`src/rtl/pwm_multiphase.sv`:
```
// ---------------------------------------------------------------------------
// pwm_multiphase
//   N-phase complementary PWM gate driver for interleaved converter models.
//   One free-running counter defines the period. Each phase compares a
//   phase-shifted copy of that count against the duty setting. The phases are
//   spaced evenly over the period. Every phase has its own dead-time counter,
//   so the high-side and low-side gates of a phase are never on together.
//
//   New period/duty/dead settings arrive over a load/ready handshake. They are
//   first held in shadow registers while the phase offsets are computed. They
//   are then promoted to the active set only at a period boundary, or at once
//   while the block is disabled. This means a running period is never cut
//   short.
//
// Parameters
//   N_PH        phase count, power of two, 1..16
//   CNT_W       width of the period/duty counter
//   DT_W        width of the dead-time counter
//   RST_PERIOD  period in effect after reset (>= 2)
//
// Ports
//   clk        system clock, rising edge
//   rst        asynchronous active-low reset
//   en         run enable; low forces all gates off and holds the counter at 0
//   period     requested period in cycles (values below 2 become 2)
//   duty       requested high time in cycles
//   dead       requested dead-time in cycles
//   load       load request, taken only while ready is high
//   ready      high while no load is pending
//   load_ack   one-cycle pulse when the loaded settings become active
//   sync       one-cycle pulse aligned with the start of phase 0
//   gate_hi    high-side gate per phase
//   gate_lo    low-side gate per phase
//
// All outputs are registered. Gate, sync and load_ack outputs therefore show
// the state of the counter cycle before the one they appear in.
// ---------------------------------------------------------------------------
module pwm_multiphase #(
    parameter int N_PH       = 2,
    parameter int CNT_W      = 16,
    parameter int DT_W       = 8,
    parameter int RST_PERIOD = 100
) (
    input  logic              clk,
    input  logic              rst,
    input  logic              en,
    input  logic [CNT_W-1:0]  period,
    input  logic [CNT_W-1:0]  duty,
    input  logic [DT_W-1:0]   dead,
    input  logic              load,
    output logic              ready,
    output logic              load_ack,
    output logic              sync,
    output logic [N_PH-1:0]   gate_hi,
    output logic [N_PH-1:0]   gate_lo
);

    localparam int LOG2  = (N_PH > 1) ? $clog2(N_PH) : 0;
    localparam int IDX_W = (N_PH > 1) ? $clog2(N_PH) : 1;
    // The accumulator reaches (N_PH-1)*period, so it needs LOG2 extra bits.
    localparam int ACC_W = CNT_W + LOG2;

    typedef enum logic [1:0] {
        ST_IDLE  = 2'd0,
        ST_CALC  = 2'd1,
        ST_ARMED = 2'd2
    } state_t;

    // Offset of phase k that is in effect straight out of reset.
    function automatic logic [CNT_W-1:0] rst_offset(input int k);
        longint unsigned prod;
        prod = longint'(k) * longint'(RST_PERIOD);
        return CNT_W'(prod >> LOG2);
    endfunction

    // Active settings
    logic [CNT_W-1:0] period_r;
    logic [CNT_W-1:0] duty_r;
    logic [DT_W-1:0]  dead_r;
    logic [CNT_W-1:0] offset_r     [N_PH];

    // Shadow settings that wait for a period boundary
    logic [CNT_W-1:0] shd_period_r;
    logic [CNT_W-1:0] shd_duty_r;
    logic [DT_W-1:0]  shd_dead_r;
    logic [CNT_W-1:0] shd_offset_r [N_PH];

    // Load FSM and offset computation
    state_t           state_r;
    logic [ACC_W-1:0] acc_r;
    logic [IDX_W-1:0] calc_idx_r;
    logic             ready_r;
    logic             load_ack_r;

    // Counter and per-phase state
    logic [CNT_W-1:0] cnt_r;
    logic             sync_r;
    logic [N_PH-1:0]  raw_prev_r;
    logic [DT_W-1:0]  dt_r         [N_PH];
    logic [N_PH-1:0]  gate_hi_r;
    logic [N_PH-1:0]  gate_lo_r;

    // Combinational helpers
    logic             wrap_s;
    logic             apply_s;
    logic [CNT_W-1:0] period_clamp_s;
    logic [ACC_W-1:0] acc_next_s;
    logic [CNT_W-1:0] phase_s      [N_PH];
    logic [N_PH-1:0]  raw_s;
    logic [N_PH-1:0]  change_s;
    logic [DT_W-1:0]  dt_eff_s     [N_PH];

    // Period boundary, shadow promotion condition, load-side arithmetic.
    always_comb begin
        wrap_s     = en && (cnt_r == (period_r - CNT_W'(1)));
        apply_s    = (state_r == ST_ARMED) && (wrap_s || !en);
        acc_next_s = acc_r + ACC_W'(shd_period_r);
        if (period < CNT_W'(2)) begin
            period_clamp_s = CNT_W'(2);
        end else begin
            period_clamp_s = period;
        end
    end

    // Per-phase position within the period, raw PWM level and edge detect.
    always_comb begin
        phase_s  = '{default: '0};
        dt_eff_s = '{default: '0};
        raw_s    = '0;
        change_s = '0;
        for (int k = 0; k < N_PH; k++) begin
            // The count is always below period_r, and so is the offset.
            // The wrapped subtraction therefore stays within CNT_W.
            if (cnt_r >= offset_r[k]) begin
                phase_s[k] = cnt_r - offset_r[k];
            end else begin
                phase_s[k] = period_r - (offset_r[k] - cnt_r);
            end
            raw_s[k]    = en && (phase_s[k] < duty_r);
            change_s[k] = raw_s[k] ^ raw_prev_r[k];
            // Promoting new settings discards any dead-time still running.
            if (apply_s) begin
                dt_eff_s[k] = DT_W'(0);
            end else begin
                dt_eff_s[k] = dt_r[k];
            end
        end
    end

    // Main period counter: counts 0..period_r-1 while enabled, else held at 0.
    always_ff @(posedge clk or negedge rst) begin
        if (!rst) begin
            cnt_r <= CNT_W'(0);
        end else if (!en || wrap_s) begin
            cnt_r <= CNT_W'(0);
        end else begin
            cnt_r <= cnt_r + CNT_W'(1);
        end
    end

    // Start-of-period marker, registered like the gates so it lines up with phase 0.
    always_ff @(posedge clk or negedge rst) begin
        if (!rst) begin
            sync_r <= 1'b0;
        end else begin
            sync_r <= en && (cnt_r == CNT_W'(0));
        end
    end

    // Load handshake FSM: capture, compute offsets, wait for the boundary, promote.
    always_ff @(posedge clk or negedge rst) begin
        if (!rst) begin
            state_r      <= ST_IDLE;
            ready_r      <= 1'b1;
            load_ack_r   <= 1'b0;
            acc_r        <= ACC_W'(0);
            calc_idx_r   <= IDX_W'(0);
            period_r     <= CNT_W'(RST_PERIOD);
            duty_r       <= CNT_W'(0);
            dead_r       <= DT_W'(0);
            shd_period_r <= CNT_W'(RST_PERIOD);
            shd_duty_r   <= CNT_W'(0);
            shd_dead_r   <= DT_W'(0);
            for (int k = 0; k < N_PH; k++) begin
                offset_r[k]     <= rst_offset(k);
                shd_offset_r[k] <= rst_offset(k);
            end
        end else begin
            load_ack_r <= 1'b0;
            case (state_r)
                ST_IDLE: begin
                    if (load) begin
                        shd_period_r    <= period_clamp_s;
                        shd_duty_r      <= duty;
                        shd_dead_r      <= dead;
                        shd_offset_r[0] <= CNT_W'(0);
                        acc_r           <= ACC_W'(0);
                        calc_idx_r      <= IDX_W'(1);
                        ready_r         <= 1'b0;
                        // A single phase has no offsets to compute.
                        state_r         <= (N_PH > 1) ? ST_CALC : ST_ARMED;
                    end else begin
                        ready_r <= 1'b1;
                    end
                end
                ST_CALC: begin
                    // Offset k is (k*period) >> log2(N_PH). It is built by
                    // repeated addition, so no multiplier is needed.
                    acc_r                    <= acc_next_s;
                    shd_offset_r[calc_idx_r] <= CNT_W'(acc_next_s >> LOG2);
                    if (calc_idx_r == IDX_W'(N_PH - 1)) begin
                        state_r <= ST_ARMED;
                    end else begin
                        calc_idx_r <= calc_idx_r + IDX_W'(1);
                    end
                end
                ST_ARMED: begin
                    if (apply_s) begin
                        period_r   <= shd_period_r;
                        duty_r     <= shd_duty_r;
                        dead_r     <= shd_dead_r;
                        for (int k = 0; k < N_PH; k++) begin
                            offset_r[k] <= shd_offset_r[k];
                        end
                        load_ack_r <= 1'b1;
                        ready_r    <= 1'b1;
                        state_r    <= ST_IDLE;
                    end else begin
                        ready_r <= 1'b0;
                    end
                end
                default: begin
                    state_r <= ST_IDLE;
                    ready_r <= 1'b1;
                end
            endcase
        end
    end

    // Gate drivers: follow the raw level, with both gates forced off for
    // dead_r cycles after every raw edge.
    always_ff @(posedge clk or negedge rst) begin
        if (!rst) begin
            gate_hi_r  <= '0;
            gate_lo_r  <= '0;
            raw_prev_r <= '0;
            for (int k = 0; k < N_PH; k++) begin
                dt_r[k] <= DT_W'(0);
            end
        end else begin
            for (int k = 0; k < N_PH; k++) begin
                raw_prev_r[k] <= raw_s[k];
                if (!en) begin
                    gate_hi_r[k] <= 1'b0;
                    gate_lo_r[k] <= 1'b0;
                    dt_r[k]      <= DT_W'(0);
                end else if (change_s[k] && (dead_r != DT_W'(0))) begin
                    // An edge (re)starts the dead-time; both gates go off next cycle.
                    gate_hi_r[k] <= 1'b0;
                    gate_lo_r[k] <= 1'b0;
                    dt_r[k]      <= dead_r;
                end else if (!change_s[k] && (dt_eff_s[k] > DT_W'(1))) begin
                    gate_hi_r[k] <= 1'b0;
                    gate_lo_r[k] <= 1'b0;
                    dt_r[k]      <= dt_eff_s[k] - DT_W'(1);
                end else begin
                    gate_hi_r[k] <= raw_s[k];
                    gate_lo_r[k] <= ~raw_s[k];
                    dt_r[k]      <= DT_W'(0);
                end
            end
        end
    end

    assign ready    = ready_r;
    assign load_ack = load_ack_r;
    assign sync     = sync_r;
    assign gate_hi  = gate_hi_r;
    assign gate_lo  = gate_lo_r;

endmodule

```
`config.mk`:
```
export PLATFORM = sky130hd
export DESIGN_NAME = pwm_multiphase
export DESIGN_NICKNAME = d
export VERILOG_FILES = /design/src/rtl/pwm_multiphase.sv
export SDC_FILE = /design/constraint.sdc
export NUM_CORES = 1
export LEC_CHECK = 0
export CELL_PAD_IN_SITES_DETAIL_PLACEMENT = 0
export CELL_PAD_IN_SITES_GLOBAL_PLACEMENT = 1
export CORE_MARGIN = 1.5
export CORE_UTILIZATION = 45
export DETAILED_ROUTE_END_ITERATION = 10
export PLACE_DENSITY = 0.88
export RECOVER_POWER = 100
export SLEW_MARGIN = 15
export SYNTH_ARGS = -nofsm -noshare
export SYNTH_HDL_FRONTEND = slang
export SYNTH_SLANG_ARGS = --single-unit
export TNS_END_PERCENT = 100
```
`constraint.sdc`:
```
create_clock -name clk -period 9.7 [get_ports clk]
set_input_delay 1.455 -clock clk [delete_from_list [all_inputs] [get_ports clk]]
set_output_delay 1.455 -clock clk [all_outputs]
set_load 0.01 [all_outputs]
```
==> flow_summary.ini <==
[yosys]
syn_nets = 1768
post-synth-top-area-cell = dfrtp_1
ys.flop_type = dfrtp_1
synth_enable_flop_cells = 0
syn_area_per_cell_sq_um = 9.02
netlist_instances = 1576
seq_area_frac_synth_pct = 36.2
ys_top_cells_by_area = dfrtp_1, ha_1, o21ai_0
async_reset_ff_share_pct = 100
ys_types = 74
netlist.area_leader.share_pct = 33.8
synth-seq-cells = 205
cell_area_after_technology_mapping_sq_mm = 0.0142
ys.warnings.count = 0

[timing]
finalHoldViolations = 0
worst_hold_slack_ns = 0.482
worst_pin_slew_ns = 5.56
final.min_clock_period_ns = 7.54
finalMaxSlewViolations = 241
rsz_0062_raised_after_global_routing = no
fmaxAchievable_ghz = 0.133
timing.final.crit_share_pct = 77.7
final.setup.tns_ns = 0
timing.max_slew.rel_slack_pct = -271
timing.final.setup_violations = 0
finClkSkew_ns = 0.0137

[worst_setup_path]
worstSetupPathType = reg -> reg
worst_ep_arrival_time_ns = 7.95
path_delay_family = buffers and inverters
crit_buf_inv = 4
endpoint_kind = register
rr_worst_depth = 14
worstReg2RegEnd = duty_r[1]
cp_max_fo = 76
crit_chain = inv_1 > ha_1 > nand2b_1 > a2111oi_0 > nor3_1 > or4_1 > a2111o_1 > nand2_1 > nand2_4 > clkinvlp_2 > clkbuf_1 > buf_4 > nand2_1 > o21ai_0
startpoint_type = register
timing.critical_path.mode_cell = nand2_1
r2r_setup_slack_ns = 2.16
critical_path.reg2reg.startpoint = period_r[1]
timing.critical_path.depth = 14
critPathRequiredTime_ns = 10.11
worst_path_largest_cell_delay_ns = 2.20
critical-path-slowest-cell = clkbuf_1

[pwr]
leakagePower_nw = 7.32
sequentialPowerShare_pct = 21.9
cellPowerDensity_mw_per_mm2 = 413
net_switching_fraction_of_the_power_pct = 45.6
vdd_drop_max_mv = 0.196
p_int_mw = 3.58
power_frac_comb_pct = 62.5
overall_power_of_the_completed_layout_mw = 6.59
clkPwrFrac_pct = 15.6
net-switching-power_mw = 3.01

[hold_path]
hold_end = offset_r[15]
hold_path_startpoint = shd_offset_r[15]
hold_class = reg -> reg
timing.hold.worst_path_depth = 2

[global_route]
grt_overflow_total = 0
grt_pass1_vias = 11100
antenna_found_initial = 0
global_route.usage.total_pct = 23.1
grt_start_max_net_pins = 100
grt_pass1_wl_um = 60100

[route]
route.final.wire_length_um = 37500
routed_via_count = 11400
ant_nets = 0
first_pass_iters = 6
detailed_route_wirelength_on_metal3_um = 2040
post_dr_vias_cell = 5.64
drt_iter0_drc = 743
drcViolationCount = 0
wl_per_cell_um = 18.5
topRoutingLayerUsed = met4
drt-met1-wl_um = 17600
wl_met2_um = 17100

[clock_tree]
cts_tree = done
cts.clk_slew.worst_paths_ns = 0.06
cts-buffers-inserted = 24
cts_sinks = 205
cts-htree-levels = 1
ctsLongestPathBuffers = 3
ctsHoldBuffers = 0
cts_root_buffer = clkbuf_16
cts_post_setup_buffers_inserted = 0
insertion_delay_ns = 0.55
cts-resized-gates = 0

[cells_and_area]
nets = 1803
finalCoreUtilization_pct = 51.8
final-instance-count-excl-fill = 2023
nFillCells = 2894
drive_above_1_share_pct = 7.81
area_delta_synth_final_pct = 12.3
antenna_diodes = 0
leading_cell_type_in_the_layout_fill_and_taps_excluded = nand2_1
layout.cells.most_common_list = nand2_1, dfrtp_1, inv_1, o21ai_0, ha_1

[placed_design]
io_buffers = 50
gp_congestion = 0.916
post_detailed_placement_half_perimeter_wirelength_um = 28900
placed_cell_count = 1981

[status]
outcome = finished, violations left
failed_checks = max-capacitance violations, max-slew violations

[floorplan]
row_count = 64
full_die_area_sq_mm = 0.0327
chipWidth_um = 181
core-area_sq_mm = 0.0308
num_io_pins = 51
dieHeight_um = 181
start_util_pct = 46.1

[job]
drv.max_cap_violation_count = 4
==> final cells by class <==
type / count / area [sq um] / area share [%]
Multi-Input combinational cell: 1150 / 8210 / 51.5
Sequential cell: 205 / 5150 / 32.3
Clock buffer: 28 / 656 / 4.11
Inverter: 169 / 636 / 3.98
Timing Repair Buffer: 61 / 562 / 3.52
Tap cell: 396 / 495 / 3.11
Clock inverter: 14 / 251 / 1.58
==> worst max-delay path by stage <==
| stage | slack [ns] | start | to |
|---|---|---|---|
| 2_1_floorplan | 4.79 | cnt_r[1] | dt_r[10] |
| 5_1_grt | 1.48 | period_r[1] | duty_r[1] |
| 6_report | 2.16 | period_r[1] | duty_r[1] |
| 3_5_place_dp | 3.55 | cnt_r[1] | dt_r[14] |
| 4_1_cts | 3.48 | cnt_r[1] | dt_r[12] |
| 3_3_place_gp | 3.84 | cnt_r[1] | dt_r[12] |
==> routing by layer <==
metal  vias up  GRT usage, %
li1       5552             -
met4         0          5.04
met5         -             0
met3        46          2.58
met1      5502          33.2
met2       318          37.7
==> tightest hold or removal path, cell delays in order, from the launching register on <==
cell and delay (ns):
dfrtp_1 0.34, nand2_1 0.05, o21ai_0 0.06
==> state kept, by name, summed over array words and instances, names as in the netlist <==
signal / cells
shd_offset_r: 32
cnt_r: 16
dt_r: 16
state_r: 2
ready: 1
duty_r: 16
calc_idx_r: 1
gate_hi: 2
acc_r: 17
shd_dead_r: 8
shd_duty_r: 16
shd_period_r: 16
dead_r: 8
raw_prev_r: 2
period_r: 16
sync: 1
gate_lo: 2
offset_r: 32
load_ack: 1
==> power groups by stage <==
stage	Clock [mW]	Combinational (mW)	Sequential, mW
floorplan	0	3.11	1.36
global placement	0	3.98	1.44
detailed placement	0	4.07	1.45
CTS	1.05	4.10	1.44
global route	1.08	4.61	1.49
finish	1.03	4.12	1.44
==> metrics by stage <==
stage	setup slack (ns)	cell area, sq um
CTS	3.48	16000
global placement	3.84	15100
finish	2.16	16000
global route	1.48	16000
detailed placement	3.55	15100
floorplan	4.79	14200
==> cell usage after synthesis, drive strengths merged, types with 7 or more instances <==
cell,n
a211oi,12
a21o,31
a21oi,65
and2,11
and3,12
buf,19
clkbuf,33
dfrtp,192
dfstp,13
fa,33
ha,115
inv,168
mux2,50
nand2,196
nand2b,16
nand3,28
nand4,16
nor2,80
nor2b,15
nor3,28
nor4,15
o211ai,10
o21a,10
o21ai,155
o22ai,17
o2bb2ai,7
or3,18
or4,7
xnor2,71
xor2,35
==> cells by family after synthesis <==
kind of cell,after synthesis,synth area share [%]
fa+ha+maj,148,14.8
compound gates,376,16.4
mux,56,4.38
simple gates,464,15.6
flops,205,36.2
xor+xnor,106,6.53
buf+inv,221,6.13
Note: power is estimated with default switching activity, not from simulation.
